## config.mk

```make
export PLATFORM = sky130hd
export DESIGN_NAME = mem_ctrl
export DESIGN_NICKNAME = d
export VERILOG_FILES = /design/src/rtl/mem_ctrl.sv
export SDC_FILE = /design/constraint.sdc
export NUM_CORES = 1
export LEC_CHECK = 0
export ABC_AREA = 1
export BUFFER_PORTS_ARGS = -buffer_cell sky130_fd_sc_hd__buf_2
export CORE_ASPECT_RATIO = 1.75
export CORE_MARGIN = 3
export CORE_UTILIZATION = 34
export DETAILED_ROUTE_END_ITERATION = 8
export GPL_ROUTABILITY_DRIVEN = 0
export PLACE_DENSITY = 0.54
export SLEW_MARGIN = 5
export SYNTH_ARGS = -nofsm -noshare
export SYNTH_HDL_FRONTEND = slang
export SYNTH_SLANG_ARGS = --single-unit
```

## constraint.sdc

```tcl
create_clock -name clk_in -period 3.45 [get_ports clk_in]
set_input_delay 0.69 -clock clk_in [delete_from_list [all_inputs] [get_ports clk_in]]
set_output_delay 0.69 -clock clk_in [all_outputs]
set_load 0.05 [all_outputs]
```

## src/rtl/mem_ctrl.sv

```systemverilog
// Byte-serial memory controller: arbitrates instruction fetches and MEM-stage
// loads/stores onto one byte-wide synchronous RAM port (MEM has priority).
module mem_ctrl (
    input  logic        clk_in,
    input  logic        rst_in,
    input  logic        rdy_in,
    input  logic        if_req_in,
    input  logic [31:0] if_addr_in,
    input  logic        mem_req_in,
    input  logic        mem_we_in,
    input  logic [31:0] mem_addr_in,
    input  logic [31:0] mem_wdata_in,
    input  logic [1:0]  mem_width_in,
    input  logic        branch_flag_in,
    input  logic [7:0]  ram_din,
    output logic [7:0]  ram_dout,
    output logic [31:0] ram_a,
    output logic        ram_wr,
    output logic        if_done_out,
    output logic [31:0] if_inst_out,
    output logic        mem_done_out,
    output logic [31:0] mem_rdata_out,
    output logic        stallreq_if_out,
    output logic        stallreq_mem_out
);
    typedef enum logic [1:0] {IDLE, IF_RD, MEM_RD, MEM_WR} state_e;

    state_e      state_q, state_d;
    logic [2:0]  cnt_q, cnt_d;
    logic [31:0] addr_q, addr_d;
    logic [31:0] wdata_q, wdata_d;
    logic [1:0]  width_q, width_d;
    logic [31:0] buf_q, buf_d;
    logic [31:0] if_inst_q, if_inst_d;
    logic [31:0] mem_rdata_q, mem_rdata_d;

    logic [2:0]  n_bytes;
    logic [2:0]  off;
    logic [1:0]  lane;
    logic [31:0] word_c;
    logic        if_done_c, mem_done_c, mem_rd_done_c;
    logic [31:0] ram_a_c;
    logic [7:0]  ram_dout_c;
    logic        ram_wr_c;

    always_comb begin
        case (width_q)
            2'b00:   n_bytes = 3'd1;
            2'b01:   n_bytes = 3'd2;
            default: n_bytes = 3'd4;
        endcase
    end

    // While frozen (and in the final capture cycle) re-drive the last issued
    // address so ram_din still carries the byte still owed to the buffer.
    always_comb begin
        off = cnt_q;
        if (cnt_q != 3'd0 && (!rdy_in || cnt_q == n_bytes))
            off = cnt_q - 3'd1;
    end

    // Byte issued last cycle lands in lane cnt-1 (cnt=4 wraps to lane 3).
    always_comb begin
        lane   = cnt_q[1:0] - 2'd1;
        word_c = buf_q;
        word_c[{lane, 3'b000} +: 8] = ram_din;
    end

    always_comb begin
        state_d       = state_q;
        cnt_d         = cnt_q;
        addr_d        = addr_q;
        wdata_d       = wdata_q;
        width_d       = width_q;
        buf_d         = buf_q;
        if_inst_d     = if_inst_q;
        mem_rdata_d   = mem_rdata_q;
        ram_a_c       = 32'd0;
        ram_dout_c    = 8'd0;
        ram_wr_c      = 1'b0;
        if_done_c     = 1'b0;
        mem_done_c    = 1'b0;
        mem_rd_done_c = 1'b0;
        case (state_q)
            IDLE: begin
                if (rdy_in) begin
                    if (mem_req_in) begin
                        state_d = mem_we_in ? MEM_WR : MEM_RD;
                        addr_d  = mem_addr_in;
                        wdata_d = mem_wdata_in;
                        width_d = mem_width_in;
                        cnt_d   = 3'd0;
                        buf_d   = 32'd0;
                    end else if (if_req_in && !branch_flag_in) begin
                        state_d = IF_RD;
                        addr_d  = if_addr_in;
                        width_d = 2'b10;
                        cnt_d   = 3'd0;
                        buf_d   = 32'd0;
                    end
                end
            end
            IF_RD, MEM_RD: begin
                ram_a_c = addr_q + {29'd0, off};
                if (rdy_in) begin
                    if (state_q == IF_RD && branch_flag_in) begin
                        state_d = IDLE;
                        cnt_d   = 3'd0;
                    end else begin
                        if (cnt_q != 3'd0)
                            buf_d = word_c;
                        if (cnt_q == n_bytes) begin
                            state_d = IDLE;
                            cnt_d   = 3'd0;
                            if (state_q == IF_RD) begin
                                if_done_c = 1'b1;
                                if_inst_d = word_c;
                            end else begin
                                mem_done_c    = 1'b1;
                                mem_rd_done_c = 1'b1;
                                mem_rdata_d   = word_c;
                            end
                        end else begin
                            cnt_d = cnt_q + 3'd1;
                        end
                    end
                end
            end
            MEM_WR: begin
                ram_a_c    = addr_q + {29'd0, cnt_q};
                ram_dout_c = wdata_q[{cnt_q[1:0], 3'b000} +: 8];
                ram_wr_c   = rdy_in;
                if (rdy_in) begin
                    if (cnt_q == n_bytes - 3'd1) begin
                        state_d    = IDLE;
                        cnt_d      = 3'd0;
                        mem_done_c = 1'b1;
                    end else begin
                        cnt_d = cnt_q + 3'd1;
                    end
                end
            end
            default: state_d = IDLE;
        endcase
    end

    always_ff @(posedge clk_in or negedge rst_in) begin
        if (!rst_in) begin
            state_q     <= IDLE;
            cnt_q       <= 3'd0;
            addr_q      <= 32'd0;
            wdata_q     <= 32'd0;
            width_q     <= 2'b00;
            buf_q       <= 32'd0;
            if_inst_q   <= 32'd0;
            mem_rdata_q <= 32'd0;
        end else begin
            state_q     <= state_d;
            cnt_q       <= cnt_d;
            addr_q      <= addr_d;
            wdata_q     <= wdata_d;
            width_q     <= width_d;
            buf_q       <= buf_d;
            if_inst_q   <= if_inst_d;
            mem_rdata_q <= mem_rdata_d;
        end
    end

    // Completion data is visible in the done cycle itself, then held.
    assign ram_a            = ram_a_c;
    assign ram_dout         = ram_dout_c;
    assign ram_wr           = ram_wr_c;
    assign if_done_out      = if_done_c;
    assign if_inst_out      = if_done_c ? word_c : if_inst_q;
    assign mem_done_out     = mem_done_c;
    assign mem_rdata_out    = mem_rd_done_c ? word_c : mem_rdata_q;
    assign stallreq_if_out  = rst_in & if_req_in & ~if_done_c;
    assign stallreq_mem_out = rst_in & mem_req_in & ~mem_done_c;
endmodule

```

==> results of run 1 <==
-- critical path, cell delays in order (launching register included) --
cell and delay, ns:
dfrtp_2 0.45, inv_2 0.11, nand2_1 0.06, nand2_1 0.05, nand2_1 0.06, inv_2 0.06, nand2_2 0.08, nand2_4 0.09
nand2_4 0.08, nand2_2 0.07, nand2_2 0.06, ha_4 0.16, fa_2 0.34, nand2_2 0.10, nand2_4 0.08, nand3_4 0.12
nor2_4 0.06, buf_6 0.13, xnor2_4 0.13, nor2_4 0.13, buf_8 0.15
-- cell usage after synthesis, drive strengths merged, types with 2 or more instances --
library cell  instances  area, um2
nand3                36      180.2
a31oi                 8      50.05
ha                   14      175.2
nand2               375       1413
a21oi                24      120.1
clkbuf               40      151.4
xor2                  5      43.79
a22oi                15      112.6
o31ai                32      240.2
clkinv                2      7.510
nor3                 17      90.09
dfrtp               167       4179
nor2                207      787.0
buf                  23      143.9
o22ai                 9      56.30
inv                  93      349.1
o21ai               173      865.8
nand4                 8      56.30
-- layout by cell type, fill, tap and decap left out, drive strengths merged --
cell type,count
a21oi,24
a22oi,15
a31oi,8
buf,290
bufinv,2
clkbuf,25
clkinv,6
clkinvlp,5
dfrtp,167
fa,1
ha,14
inv,96
nand2,375
nand3,36
nand3b,1
nand4,8
nor2,207
nor3,17
nor3b,1
o21ai,173
o22ai,9
o31ai,32
xnor2,1
xor2,5
-- kinds of logic (layout without fill, tap and decap cells) --
| family | after synthesis | in the layout |
|---|---|---|
| xor+xnor | 6 | 6 |
| compound gates | 261 | 261 |
| buf+inv | 158 | 424 |
| simple gates | 645 | 645 |
| flops | 167 | 167 |
| fa+ha+maj | 15 | 15 |
-- timing repair --
item | 4_1_cts | 5_1_grt
cloned | 0 | 1
resized for setup | 142 | 104
setup buffers | 13 | 17
pin swaps | 29 | 52
endpoints found under the setup margin | 50 | 57
-- state kept, by name, summed over array words and instances, names as in the netlist --
signal,cells
cnt_q,3
wdata_q,32
mem_rdata_q,32
width_q,2
addr_q,32
buf_q,32
state_q,2
if_inst_q,32
-- metal layers --
| layer | GRT usage | up-vias | wire, um |
|---|---|---|---|
| met5 | 0 | - | 0 |
| met4 | 0.1067 | 0 | 1464 |
| met3 | 0.04171 | 73 | 1472 |
| met2 | 0.4258 | 261 | 18210 |
| met1 | 0.2318 | 4332 | 11360 |
| li1 | - | 4566 | - |
-- worst min path at each step --
| stage | endpoint | from | cells after the start | slack (ns) |
|---|---|---|---|---|
| 2_1_floorplan | addr_q[0]$_DFFE_PN0P_ | rst_in | 0 | 0.39 |
| 3_5_place_dp | wdata_q[12]$_DFFE_PN0P_ | wdata_q[12]$_DFFE_PN0P_ | 2 | 0.45 |
| 5_1_grt | mem_rdata_q[31]$_DFFE_PN0P_ | rst_in | 1 | 0.02 |
| 4_1_cts | mem_rdata_q[31]$_DFFE_PN0P_ | rst_in | 1 | 0.02 |
| 3_3_place_gp | wdata_q[14]$_DFFE_PN0P_ | wdata_q[14]$_DFFE_PN0P_ | 2 | 0.45 |
| 6_report | mem_rdata_q[31]$_DFFE_PN0P_ | rst_in | 1 | 0.04 |
-- layout make-up --
cell class | count | share of cell area
Clock buffer | 18 | 0.03469
Clock inverter | 14 | 0.01166
Inverter | 95 | 0.02965
Multi-Input combinational cell | 927 | 0.3988
Sequential cell | 167 | 0.3303
Tap cell | 320 | 0.03163
Timing Repair Buffer | 297 | 0.1632
-- metrics by stage --
step	util	instance area (um2)
4_1_cts	0.4651	12120
3_5_place_dp	0.4222	11000
5_1_grt	0.4858	12660
3_3_place_gp	0.4222	11000
6_report	0.4858	12660
2_1_floorplan	-	9379
-- power groups by stage --
stage / clock (mW) / combinational (mW) / sequential [mW]
after floorplan: 0 / 3.83 / 2.99
after global placement: 0 / 5.21 / 3.15
after detailed placement: 0 / 5.23 / 3.16
after CTS: 1.99 / 5.71 / 3.15
after global routing: 2.06 / 6.47 / 3.26
final: 1.93 / 5.95 / 3.17
==> impl_metrics.csv, run 1 <==
group,metric,value,unit
floorplanning,fp.dieW,129.4,um
clocking,htree_num_levels,4,
cells_and_area,area_growth,39.64,%
sta,rsz0062_at_grt,"yes",
placement,pre_cts_ws,-0.03028,ns
cells_and_area,drive_above_1_share,0.3182,
yosys,synthCells,1252,
placement,placed_cells,1780,
critical_path,endpoint_kind,"output port",
cells_and_area,multi_input_area,5049,um2
cells_and_area,stdcell_count,1838,
power_and_ir_drop,p_sw,5.408,mW
route,initialDrtViolationCount,439,
power_and_ir_drop,p_comb_frac,0.538,
grt,antenna_found_initial,0,
clocking,cts_buffer_depth,2,
cells_and_area,n_fill_cell,2628,
outcome,outcome,"finished with violations",
sta,hold_viol,0,
clocking,cts_sinks,167,
sta,relSlewSlack,0.2837,
critical_path,rr_endpoint,"buf_q[31]$_DFFE_PN0P_",
clocking,insertion_delay,0.45,ns
route,route.detailed.drc,0,
sta,timing.fmax,269.7,MHz
flow_run,drv_cap,0,
route,ant_nets,0,
clocking,cts_inserted_buffers,17,
power_and_ir_drop,clkPwrFrac,0.174,
sta,setup_viol_count_final,29,
grt,overflow,0,
sta,finalCritPeriodShare,1.075,
critical_path,rr_worst_depth,11,
floorplanning,num_rows,78,
yosys,avgSynthCellArea,7.240,um2
sta,fin_crit,3.707,ns
sta,whs,0.03887,ns
placement,port_buffers,221,
grt,grt_max_degree,97,
yosys,async_flop_share,1.000,
clocking,cts_tree,"yes",
floorplanning,core_region_area,26060,um2
min_path,hold_path_class,"in2async",
power_and_ir_drop,p_total,11.04,mW
yosys,synth_area,9065,um2
yosys,yosysUniqueCellTypes,33,
floorplanning,io_pins,222,
cells_and_area,antenna_cells,0,
sta,fin_ws,-0.2574,ns
yosys,synth_xor_area_frac,0.005797,
placement,dpl.hpwl,24.22,mm
floorplanning,dieArea,28730,um2
sta,fin_setup_tns,-4.434,ns
yosys,synth_top_family_by_area,"simple AND/OR/NAND/NOR gates",
clocking,clk_pin_slew,0.06,ns
route,firstDrtPassIters,5,
critical_path,r2r_start,"state_q[0]$_DFFE_PN0P_",
cells_and_area,final_nets,1633,
sta,slew_viol_final,0,
cells_and_area,seq_area,4182,um2
power_and_ir_drop,vdd_ir_drop_max,0.0004396,V
route,wl_per_cell,17.68,um
grt,grt_usage,0.2252,
critical_path,cp-start-kind,"register",
critical_path,crit_required,2.76,ns
grt,grt_pass1_vias,9137,
outcome,violations,"setup timing",
critical_path,worstPathArrival,3.02,ns
critical_path,startpoint,"width_q[1]$_DFFE_PN0P_",
yosys,synth_edf_count,0,
yosys,ys_ff_latch,167,
yosys,yosysWarnings,0,
power_and_ir_drop,internal_power,5.635,mW
route,wirelength,32.50,mm
grt,grt_pass1_wl,49.49,mm
floorplanning,die_h,222.0,um
yosys,muxShareOfSynthArea,0,
critical_path,critical_path.endpoint,"ram_a[10]",
yosys,syn_nets,1380,
floorplanning,initial_core_util,0.3479,
power_and_ir_drop,p_per_area,872.4,nW/um2
critical_path,path_max_fanout,5,
yosys,seq_area_frac_synth,0.4610,
critical_path,crit_type,"reg2out",
power_and_ir_drop,swShare,0.4897,
route,via_count,9232,
route,vias_per_cell,5.023,
clocking,cts_root_buf,"clkbuf_16",
power_and_ir_drop,power_frac_seq,0.287,
critical_path,r2r_slack,0.66,ns
yosys,synth_ff_type,"dfrtp_1",
yosys,synth_compound_area_frac,0.1594,
sta,worst_clock_skew,0.008275,ns
power_and_ir_drop,leakagePower,6.233,nW
yosys,synth_simple_gate_area_frac,0.2803,
yosys,synth_fa_ha_area_frac,0.02153,
sta,tightest_slew,1.073,ns
clocking,cts_hold_buf,0,
(Power assumes the default switching activity.)
==> run 2, diff against run 1 <==
--- a/config.mk
+++ b/config.mk
@@ -9,10 +9,10 @@
 export BUFFER_PORTS_ARGS = -buffer_cell sky130_fd_sc_hd__buf_2
 export CORE_ASPECT_RATIO = 1.75
 export CORE_MARGIN = 3
-export CORE_UTILIZATION = 34
+export CORE_UTILIZATION = 42
 export DETAILED_ROUTE_END_ITERATION = 8
 export GPL_ROUTABILITY_DRIVEN = 0
-export PLACE_DENSITY = 0.54
+export PLACE_DENSITY = 0.66
 export SLEW_MARGIN = 5
 export SYNTH_ARGS = -nofsm -noshare
 export SYNTH_HDL_FRONTEND = slang
==> constraint.sdc (replaced) <==
create_clock -name clk_in -period 3.28 [get_ports clk_in]
set_input_delay 0.656 -clock clk_in [delete_from_list [all_inputs] [get_ports clk_in]]
set_output_delay 0.656 -clock clk_in [all_outputs]
set_load 0.05 [all_outputs]
==> run 2 against run 1 <==
  * The flow still finishes with violations (setup timing)
  * Wire length is 5.5% lower
  * Worst setup slack worse by 0.16 ns
  * Sequential cell count did not move
  * Critical path type unchanged
  * Largest power group unchanged
  * Highest routed layer unchanged
==> impl_metrics.csv, run 2 (synthesis results as in run 1) <==
group,metric,value,unit
outcome,outcome,"finished with violations",
outcome,violations,"setup timing",
placement,dpl.hpwl,21.68,mm
sta,whs,0.1058,ns
grt,overflow,0,
grt,grt_usage,0.2546,
route,initialDrtViolationCount,746,
clocking,clk_pin_slew,0.07,ns
flow_run,drv_cap,0,
sta,setup_viol_count_final,32,
floorplanning,io_pins,222,
critical_path,cp_slowest_cell,"dfrtp_2",
sta,slew_viol_final,0,
route,wirelength,30.71,mm
sta,relSlewSlack,0.4705,
critical_path,worstPathArrival,3.04,ns
placement,postPlaceCellArea,11130,um2
critical_path,path_cells,"buf_6 > o21ai_4 > nand2_2 > nor2_2 > nand2_2 > nand2_4 > nand2_4 > o21ai_4 > fa_2 > nand2_2 > nand2_4 > nand3_4 > nor2_4 > nand3_2 > nand2_1 > nand2_2 > nor2_4 > buf_8",
clocking,cts_buffer_depth,2,
cells_and_area,area_growth,41.57,%
floorplanning,initial_core_util,0.4312,
cells_and_area,layout_commonest_cell,"nand2_1",
clocking,cts_sinks,167,
grt,grt_max_degree,83,
power_and_ir_drop,leakagePower,6.291,nW
cells_and_area,layout_common_cells,"343 x nand2_1, 172 x nor2_1, 165 x dfrtp_1",
critical_path,cp_common_cell,"nand2_2",
cells_and_area,stdcell_count,1786,
route,vias_per_cell,5.263,
critical_path,path_buf_inv,2,
critical_path,crit_required,2.62,ns
floorplanning,die_h,200.3,um
placement,placed_cells,1724,
route,firstDrtPassIters,5,
power_and_ir_drop,vdd_ir_drop_max,0.0005929,V
critical_path,cp-start-kind,"register",
sta,tightest_slew,0.7934,ns
floorplanning,core_region_area,21020,um2
sta,fin_ws,-0.4188,ns
sta,hold_viol,0,
floorplanning,fp.dieW,117.1,um
min_path,hold_path_class,"in2async",
route,route.detailed.drc,0,
clocking,cts_root_buf,"clkbuf_16",
sta,fin_crit,3.699,ns
critical_path,worst_path_dominant_cell_family,"simple AND/OR/NAND/NOR gates",
route,via_count,9399,
grt,antenna_found_initial,3,
placement,pre_cts_ws,-0.09929,ns
sta,timing.fmax,270.4,MHz
cells_and_area,final_nets,1646,
floorplanning,dieArea,23450,um2
clocking,cts_inserted_buffers,17,
clocking,cts_tree,"yes",
grt,grt_pass1_vias,8991,
power_and_ir_drop,p_total,11.90,mW
clocking,cts_hold_buf,0,
critical_path,crit_type,"reg2out",
clocking,htree_num_levels,4,
sta,worst_clock_skew,0.01356,ns
route,ant_nets,0,
placement,port_buffers,221,
critical_path,crit_path_max_incr_delay,0.44,ns
route,wl_per_cell,17.20,um
cells_and_area,drive_above_1_share,0.3109,
sta,finalCritPeriodShare,1.128,
floorplanning,num_rows,70,
sta,rsz0062_at_grt,"yes",
critical_path,path_max_fanout,4,
cells_and_area,finalInstanceArea,12830,um2
critical_path,endpoint_kind,"output port",
grt,grt_pass1_wl,46.50,mm
power_and_ir_drop,p_per_area,927.2,nW/um2
clocking,insertion_delay,0.44,ns
run 2: final timing paths:
check,cells past startpoint,slack [ns],from,endpoint
setup / recovery,18,-0.42,cnt_q[0]$_DFFE_PN0P_,ram_a[18]
hold / removal,1,0.11,rst_in,if_inst_q[31]$_DFFE_PN0P_
setup reg to reg,11,0.55,state_q[0]$_DFFE_PN0P_,buf_q[18]$_DFFE_PN0P_
hold reg to reg,2,0.47,wdata_q[13]$_DFFE_PN0P_,wdata_q[13]$_DFFE_PN0P_
max in group asynchronous,2,2.12,rst_in,addr_q[4]$_DFFE_PN0P_
min in group clk_in,3,0.42,mem_wdata_in[9],wdata_q[9]$_DFFE_PN0P_
run 2: per-layer routing:
layer  part of all wire  track usage  vias to the layer above
li1                   -            -                     4605
met1               0.37       0.2854                     4410
met2               0.54       0.4520                      314
met3              0.045      0.03900                       70
met4              0.044       0.1324                        0
met5                  0            0                        -
run 2: what timing repair did:
item | 4_1_cts | 5_1_grt
endpoints found under the setup margin | 89 | 97
gates cloned | 3 | 4
setup buffers | 17 | 12
endpoints found under the hold margin | 0 | 0
resized for setup | 124 | 148
pin swaps | 24 | 33
run 2: cell type report:
cell class                 count  area (um2)
clock inverter                11       125.1
fill                        1885        8187
tap                          252       315.3
timing repair buffer         306        2395
sequential                   167        4182
multi-input combinational    931        5000
antenna                        3       7.507
clock buffer                  21       440.4
inverter                      95       369.1
run 2: through the flow:
step	util	setup TNS, ns
finish	0.6105	-9.979
global route	0.6105	-14.60
CTS	0.5814	-9.952
detailed placement	0.5294	-0.8469
global placement	0.5294	-0.1089
floorplan	-	-3.565
run 2: power by group:
part | total, mW | internal, mW | switching (mW)
Combinational | 6.61 | 2.19 | 4.42
Clock | 1.96 | 1.12 | 0.837
Sequential | 3.33 | 2.77 | 0.561
Total | 11.9 | 6.08 | 5.82
run 2: worst reg2reg max path, cell delays in order (launching register included):
cell and delay (ns):
dfrtp_1 0.40, buf_4 0.14, inv_1 0.05, ha_2 0.18, inv_1 0.58, o21ai_0 0.20
nand2_1 0.16, nand2_1 0.09, inv_1 0.43, buf_12 0.26, nand3_1 0.09, o21ai_0 0.08
==> run 3, diff against run 2 <==
--- a/config.mk
+++ b/config.mk
@@ -13,6 +13,7 @@
 export DETAILED_ROUTE_END_ITERATION = 8
 export GPL_ROUTABILITY_DRIVEN = 0
 export PLACE_DENSITY = 0.66
+export SKIP_CTS_REPAIR_TIMING = 1
 export SLEW_MARGIN = 5
 export SYNTH_ARGS = -nofsm -noshare
 export SYNTH_HDL_FRONTEND = slang
==> run 3 against run 2 <==
  * Largest power group unchanged
  * Sequential cell count is the same
  * Worst setup slack got worse by 0.043 ns
  * Register-to-register slack worse by 0.08 ns
  * The flow still finishes with violations (setup timing)
  * Wire length fell by 3.4%
  * Critical endpoint is now ram_a[10]
  * Total power shrank 1.9%
  * Sequential power hardly changed
  * Combinational power down 3.3%
==> impl_metrics.csv, run 3 (synthesis results as in run 1) <==
group,metric,value,unit
outcome,outcome,"finished with violations",
outcome,violations,"setup timing",
sta,hold_viol,0,
clocking,insertion_delay,0.44,ns
cells_and_area,stdcell_count,1776,
sta,fin_ws,-0.4619,ns
critical_path,cp-start-kind,"register",
floorplanning,initial_core_util,0.4312,
route,highest-signal-layer,"met4",
power_and_ir_drop,leakagePower,6.174,nW
route,route.detailed.drc,0,
cells_and_area,layout_common_cells,"349 x nand2_1, 172 x nor2_1, 166 x dfrtp_1",
cells_and_area,finalInstanceArea,12520,um2
sta,worst_clock_skew,0.009278,ns
grt,antenna_found_initial,4,
sta,timing.fmax,267.2,MHz
critical_path,crit_type,"reg2out",
sta,relSlewSlack,0.3549,
sta,setup_viol_count_final,31,
sta,fin_crit,3.742,ns
clocking,clk_pin_slew,0.07,ns
clocking,cts_root_buf,"clkbuf_16",
clocking,cts_buffer_depth,2,
grt,grt_usage,0.2426,
route,dr_wl_met2,16.26,mm
sta,finalCritPeriodShare,1.141,
route,via_count,9294,
power_and_ir_drop,vdd_ir_drop_max,0.0005717,V
route,vias_per_cell,5.233,
placement,port_buffers,221,
route,wl_per_cell,16.70,um
power_and_ir_drop,p_per_area,932.0,nW/um2
cells_and_area,drive_above_1_share,0.2947,
cells_and_area,final_nets,1635,
flow_run,drv_cap,0,
power_and_ir_drop,p_total,11.67,mW
route,dr_wl_met3,1.436,mm
grt,grt_pass1_vias,8688,
clocking,cts_sinks,167,
grt,overflow,0,
placement,pre_cts_ws,-0.09929,ns
sta,rsz0062_at_grt,"yes",
sta,fin_setup_tns,-9.550,ns
sta,tightest_slew,0.9666,ns
critical_path,endpoint_kind,"output port",
grt,grt_max_degree,83,
critical_path,rr_worst_depth,11,
critical_path,path_max_fanout,4,
floorplanning,fp.dieW,117.1,um
floorplanning,die_h,200.3,um
floorplanning,io_pins,222,
floorplanning,num_rows,70,
route,met1_length,11.05,mm
placement,dpl.hpwl,21.68,mm
cells_and_area,layout_commonest_cell,"nand2_1",
route,ant_nets,0,
grt,grt_pass1_wl,44.49,mm
clocking,cts_inserted_buffers,17,
cells_and_area,post-route-util,0.5958,
sta,whs,0.1004,ns
critical_path,crit_required,2.62,ns
floorplanning,core_region_area,21020,um2
route,firstDrtPassIters,6,
clocking,cts_tree,"yes",
route,wirelength,29.67,mm
sta,slew_viol_final,0,
route,initialDrtViolationCount,592,
placement,placed_cells,1724,
min_path,hold_path_class,"in2async",
clocking,htree_num_levels,4,
floorplanning,dieArea,23450,um2
critical_path,worstPathArrival,3.09,ns
cells_and_area,area_growth,38.16,%
placement,postPlaceCellArea,11130,um2
[run 3: changes by cell type in the layout (fill, tap and decap cells not counted), moves of 4 or more]
cell,previous run,this run
buf_2,143,160
buf_6,52,38
o21ai_1,59,67
buf_4,80,73
nand2_2,24,17
nand2_1,343,349
inv_1,80,84
o21ai_0,96,92
o21ai_2,15,11
[run 3: worst paths after layout]
kind	slack, ns	from	to
max	-0.46	cnt_q[0]$_DFFE_PN0P_	ram_a[10]
min	0.10	rst_in	if_inst_q[28]$_DFFE_PN0P_
max reg2reg	0.47	state_q[0]$_DFFE_PN0P_	buf_q[18]$_DFFE_PN0P_
min reg2reg	0.47	wdata_q[13]$_DFFE_PN0P_	wdata_q[13]$_DFFE_PN0P_
max in group asynchronous	2.13	rst_in	addr_q[4]$_DFFE_PN0P_
min in group clk_in	0.42	mem_wdata_in[9]	wdata_q[9]$_DFFE_PN0P_
[run 3: final cells by class]
class                   count  area, um2
fillers                  1914       8496
multi-input cells         929       4947
flip-flops and latches    167       4180
repair buffers            297       2142
clock buffers              21      440.4
inverters                  95      364.1
well taps                 252      315.3
clock inverters            11      125.1
diodes                      4      10.01
[run 3: per-layer routing]
metal | up-vias | global-route usage
met4 | 0 | 0.1029
met2 | 300 | 0.4351
met3 | 62 | 0.04293
li1 | 4580 | -
met1 | 4352 | 0.2748
met5 | - | 0
[run 3: power breakdown]
| group | total, mW | internal (mW) | switching (mW) |
|---|---|---|---|
| registers | 3.33 | 2.77 | 0.563 |
| clock network | 1.95 | 1.12 | 0.834 |
| logic | 6.39 | 2.07 | 4.32 |
[run 3: critical path: stages (launching register included)]
cell and delay, ns:
dfrtp_2 0.43, buf_6 0.13, o21ai_2 0.05, nand2_2 0.09
nor2_4 0.12, nand2_2 0.08, nand2_4 0.09, nand2_4 0.08
nand2_2 0.08, nand2_1 0.06, ha_2 0.19, fa_2 0.37
nand2_2 0.08, nand2_4 0.09, nand3_4 0.11, nor2_4 0.07
buf_6 0.14, xnor2_4 0.12, nor2_4 0.13, buf_8 0.15
